$ cat src/rtl/regbank_dump.sv
// regbank_dump: scans a register-bank index range through the Rs read port and streams each entry as two 16-bit words
module regbank_dump #(
   parameter int NREGS = 17,
   parameter int DW    = 32,
   parameter int OW    = 16,
   parameter int AW    = 5
) (
   input  logic          clk,
   input  logic          rst,
   input  logic          start,
   input  logic [AW-1:0] first_idx,
   input  logic [AW-1:0] last_idx,
   output logic [AW-1:0] rd_addr,
   input  logic [DW-1:0] rd_data,
   output logic          stall,
   output logic          out_valid,
   input  logic          out_ready,
   output logic [OW-1:0] out_data,
   output logic [AW-1:0] out_idx,
   output logic          out_half,
   output logic          busy,
   output logic          done
);
   typedef enum logic [2:0] {IDLE, FETCH, SEND_LO, SEND_HI, FIN} state_t;
   localparam logic [AW-1:0] LAST_MAX = AW'(NREGS - 1);
   state_t state;
   logic [AW-1:0] idx, last_r, last_c;
   logic [DW-OW-1:0] shadow_hi;
   assign last_c = (last_idx > LAST_MAX) ? LAST_MAX : last_idx;
   assign busy = stall;
   always_ff @(posedge clk) begin
      if (rst) begin
         state     <= IDLE;
         idx       <= '0;
         last_r    <= '0;
         shadow_hi <= '0;
         rd_addr   <= '0;
         stall     <= 1'b0;
         out_valid <= 1'b0;
         out_data  <= '0;
         out_idx   <= '0;
         out_half  <= 1'b0;
         done      <= 1'b0;
      end else begin
         case (state)
            IDLE: if (start) begin
               last_r <= last_c;
               idx    <= first_idx;
               stall  <= 1'b1;
               if (first_idx > last_c) begin
                  state <= FIN;
                  done  <= 1'b1;
               end else begin
                  state   <= FETCH;
                  rd_addr <= first_idx;
               end
            end
            // low half goes straight out; only the high half needs shadowing
            FETCH: begin
               shadow_hi <= rd_data[DW-1:OW];
               out_valid <= 1'b1;
               out_data  <= rd_data[OW-1:0];
               out_idx   <= idx;
               out_half  <= 1'b0;
               state     <= SEND_LO;
            end
            SEND_LO: if (out_ready) begin
               out_data <= shadow_hi;
               out_half <= 1'b1;
               state    <= SEND_HI;
            end
            SEND_HI: if (out_ready) begin
               out_valid <= 1'b0;
               if (idx == last_r) begin
                  state <= FIN;
                  done  <= 1'b1;
               end else begin
                  idx     <= idx + AW'(1);
                  rd_addr <= idx + AW'(1);
                  state   <= FETCH;
               end
            end
            FIN: begin
               done  <= 1'b0;
               stall <= 1'b0;
               state <= IDLE;
            end
            default: state <= IDLE;
         endcase
      end
   end
endmodule

$ cat config.mk
export PLATFORM = sky130hd
export DESIGN_NAME = regbank_dump
export DESIGN_NICKNAME = d
export VERILOG_FILES = /design/src/rtl/regbank_dump.sv
export SDC_FILE = /design/constraint.sdc
export NUM_CORES = 1
export LEC_CHECK = 0
export CAP_MARGIN = 20
export CELL_PAD_IN_SITES_DETAIL_PLACEMENT = 1
export CELL_PAD_IN_SITES_GLOBAL_PLACEMENT = 1
export CORE_MARGIN = 2
export CORE_UTILIZATION = 34
export DETAILED_ROUTE_END_ITERATION = 8
export PLACE_DENSITY = 0.77
export SLEW_MARGIN = 20
export SYNTH_ARGS = -nofsm -noshare
export SYNTH_HDL_FRONTEND = slang
export SYNTH_SLANG_ARGS = --single-unit
$ cat constraint.sdc
create_clock -name clk -period 2.35 [get_ports clk]
set_input_delay 0.47 -clock clk [delete_from_list [all_inputs] [get_ports clk]]
set_output_delay 0.47 -clock clk [all_outputs]
set_load 0.005 [all_outputs]
==> flow_summary.toml <==
[global_routing]
grt_max_degree = 41
grt_overflow = 0
grt_most_used_layer = "met2"
met1_usage_pct = 24.2
grt_util_all_layers_pct = 20.0
first_global_vias = 2547
grt_pass1_wl_um = 13000
antenna_found_initial = 0
grt_use_met3_pct = 5.34
use_met2_pct = 34.5

[timing]
hold_violations = 0
tns_ps = 0
period_share_pct = 94.7
setup_viol = 0
clock-skew-final_ps = 7.17
max_freq_ghz = 0.449
worst_slack_ps = 124
tightest_slew_ps = 635
max_slew_margin_pct = 57.4
finalCriticalPeriod_ps = 2230
drv_slew = 0

[place]
routabilityCongestion = 0.795
dp_hpwl_um = 5480
dp_slack_ps = -323
placed_cell_area_mm2 = 0.00353
numPortBuffers = 76

[floorplan]
io_pins = 77
die_area_mm2 = 0.00840
dieHeight_um = 91.6
num_rows = 31
die_w_um = 91.6
start_util_pct = 35.6
core_area_mm2 = 0.00733

[route]
drc = 0
routedWlPerCell_um = 16.1
drtIter0Drc = 44
vias = 2447
viasPerCell = 5.01
antenna_left = 0
drt-total-wl_um = 7860
dr.pass1.iters = 4

[logic_synthesis]
netlist_area_mm2 = 0.00261
synth_seq_area_share_pct = 45.2
synthesis.nets = 357
ys_ff_latch = 59
yosysWarnings = 0
synthFlopType = "dfxtp_1"
avgSynthCellArea_um2 = 8.56
yosysTopAreaCell = "dfxtp_1"
synth_edf_count = 0
synthTopCellsByArea = "dfxtp_1 (45%), mux2i_1 (8.8%), nand2_1 (8.0%)"
ys_async_sr_fraction_pct = 0
synthDistinctLibCells = 40
synth_cells = 305
synth_top_area_share_pct = 45.2

[finish]
area_growth_pct = 43.8
final_common_cell = "clkdlybuf4s50_1"
mostFrequentLayoutCells = "clkdlybuf4s50_1 (75), dfxtp_1 (59), nand2_1 (56)"
multi_input_area_mm2 = 0.00132
fillers = 845
antenna_cells = 0
drive_above_1_share_pct = 9.77
regArea_mm2 = 0.00118
stdcell_area_mm2 = 0.00376
final_nets = 436
fin_util_pct = 51.2

[clock_tree]
clk_path_buf_depth = 2
clk_latency_ps = 340
cts_tree = "yes"
htree_num_levels = 3
numCtsBuffers = 9
cts_sinks = 59
path_clk_slew_ps = 70
cts_hold_buf = 0
cts-root-buf = "clkbuf_8"

[critical_path]
required_ps = 2630
end_kind = "flop"
crit_arrival_ps = 2500
startpoint_type = "input port"
crit_type = "in -> reg"
path_max_fanout = 7

[pwr]
powerDensity_mw_per_mm2 = 821
p_leak_nw = 1.43
power_w = 0.00308
ir_drop_mv = 0.318

[job]
cap_violations = 0

[min_path]
hold_path.class = "reg -> reg"

[run_status]
status = "complete, no violations"
## routing by layer
layer | up-vias | routed length (um)
li1 | 1213 | -
met1 | 1182 | 3480
met2 | 46 | 3970
met3 | 6 | 331
met4 | 0 | 72
met5 | - | 0
## synthesized netlist by cell type, types with 2 or more instances
library cell	number
or4b_1	2
a21oi_1	31
dfxtp_1	59
o21bai_1	2
nor2b_1	5
nor3_1	3
nand3_1	2
ha_1	6
a211oi_1	18
a31oi_1	4
nor3b_1	2
mux2i_1	23
or3b_1	2
and3_1	2
nor2_1	28
nand3b_1	2
o311a_1	2
o211ai_1	2
inv_1	4
clkbuf_1	14
xor2_1	7
nand2_1	56
o21ai_0	4
buf_2	9
## where the power goes
part | internal [W] | total, W | switching (W)
clock | 0.000627 | 0.00104 | 0.000414
combinational | 0.000440 | 0.000817 | 0.000377
sequential | 0.00113 | 0.00122 | 0.0000957
## cell type report
cell class | instances | share of cell area, %
inverter | 4 | 0.400
clock inverter | 4 | 1.97
clock buffer | 12 | 3.86
sequential | 59 | 31.4
tap | 99 | 3.30
timing repair buffer | 93 | 23.9
multi-input combinational | 217 | 35.2
## state kept, by name, indices dropped and copies added, names as in the netlist
| signal | count |
|---|---|
| rd_addr | 5 |
| idx | 5 |
| state | 3 |
| busy | 1 |
| last_r | 5 |
| done | 1 |
| out_data | 16 |
| shadow_hi | 16 |
| out_half | 1 |
| out_idx | 5 |
| out_valid | 1 |
## worst max-delay path: stages
cell	delay [ps]
clkdlybuf4s50_1	450
inv_2	140
nand2_1	70
ha_1	290
nand4_1	110
or2_0	240
and3_4	210
or4b_1	460
nand2_1	70
## metrics by stage
stage / hold slack (ps) / std cells
final: 460 / 488
after global routing: 474 / 488
after CTS: 462 / 488
after detailed placement: 449 / 472
after global placement: 435 / 472
after floorplan: 436 / 305
## worst paths after layout
check / start / end / slack, ps / cells after the start
setup / recovery: last_idx[4] / rd_addr[3] / 120 / 9
hold / removal: shadow_hi[3] / shadow_hi[3] / 460 / 2
setup reg to reg: state[1] / rd_addr[4] / 410 / 4
hold reg to reg: shadow_hi[3] / shadow_hi[3] / 460 / 2
## cell families after synthesis
logic type	after synthesis	synth area share (%)
buffers and inverters	29	4.74
adders and majority gates	6	2.87
AOI/OAI and AO/OA	68	16.2
xor gates and xnor gates	8	2.68
DFF	59	45.2
muxes	24	9.25
and+or+nand+nor	111	19.0
## what timing repair did
item | 4_1_cts | 5_1_grt
setup endpoints to repair | 0 | 6
resized for setup | 0 | 3
hold endpoints to repair | 0 | 0
buffers inserted | 0 | 0
No activity file was read; power rests on OpenSTA's default activity.
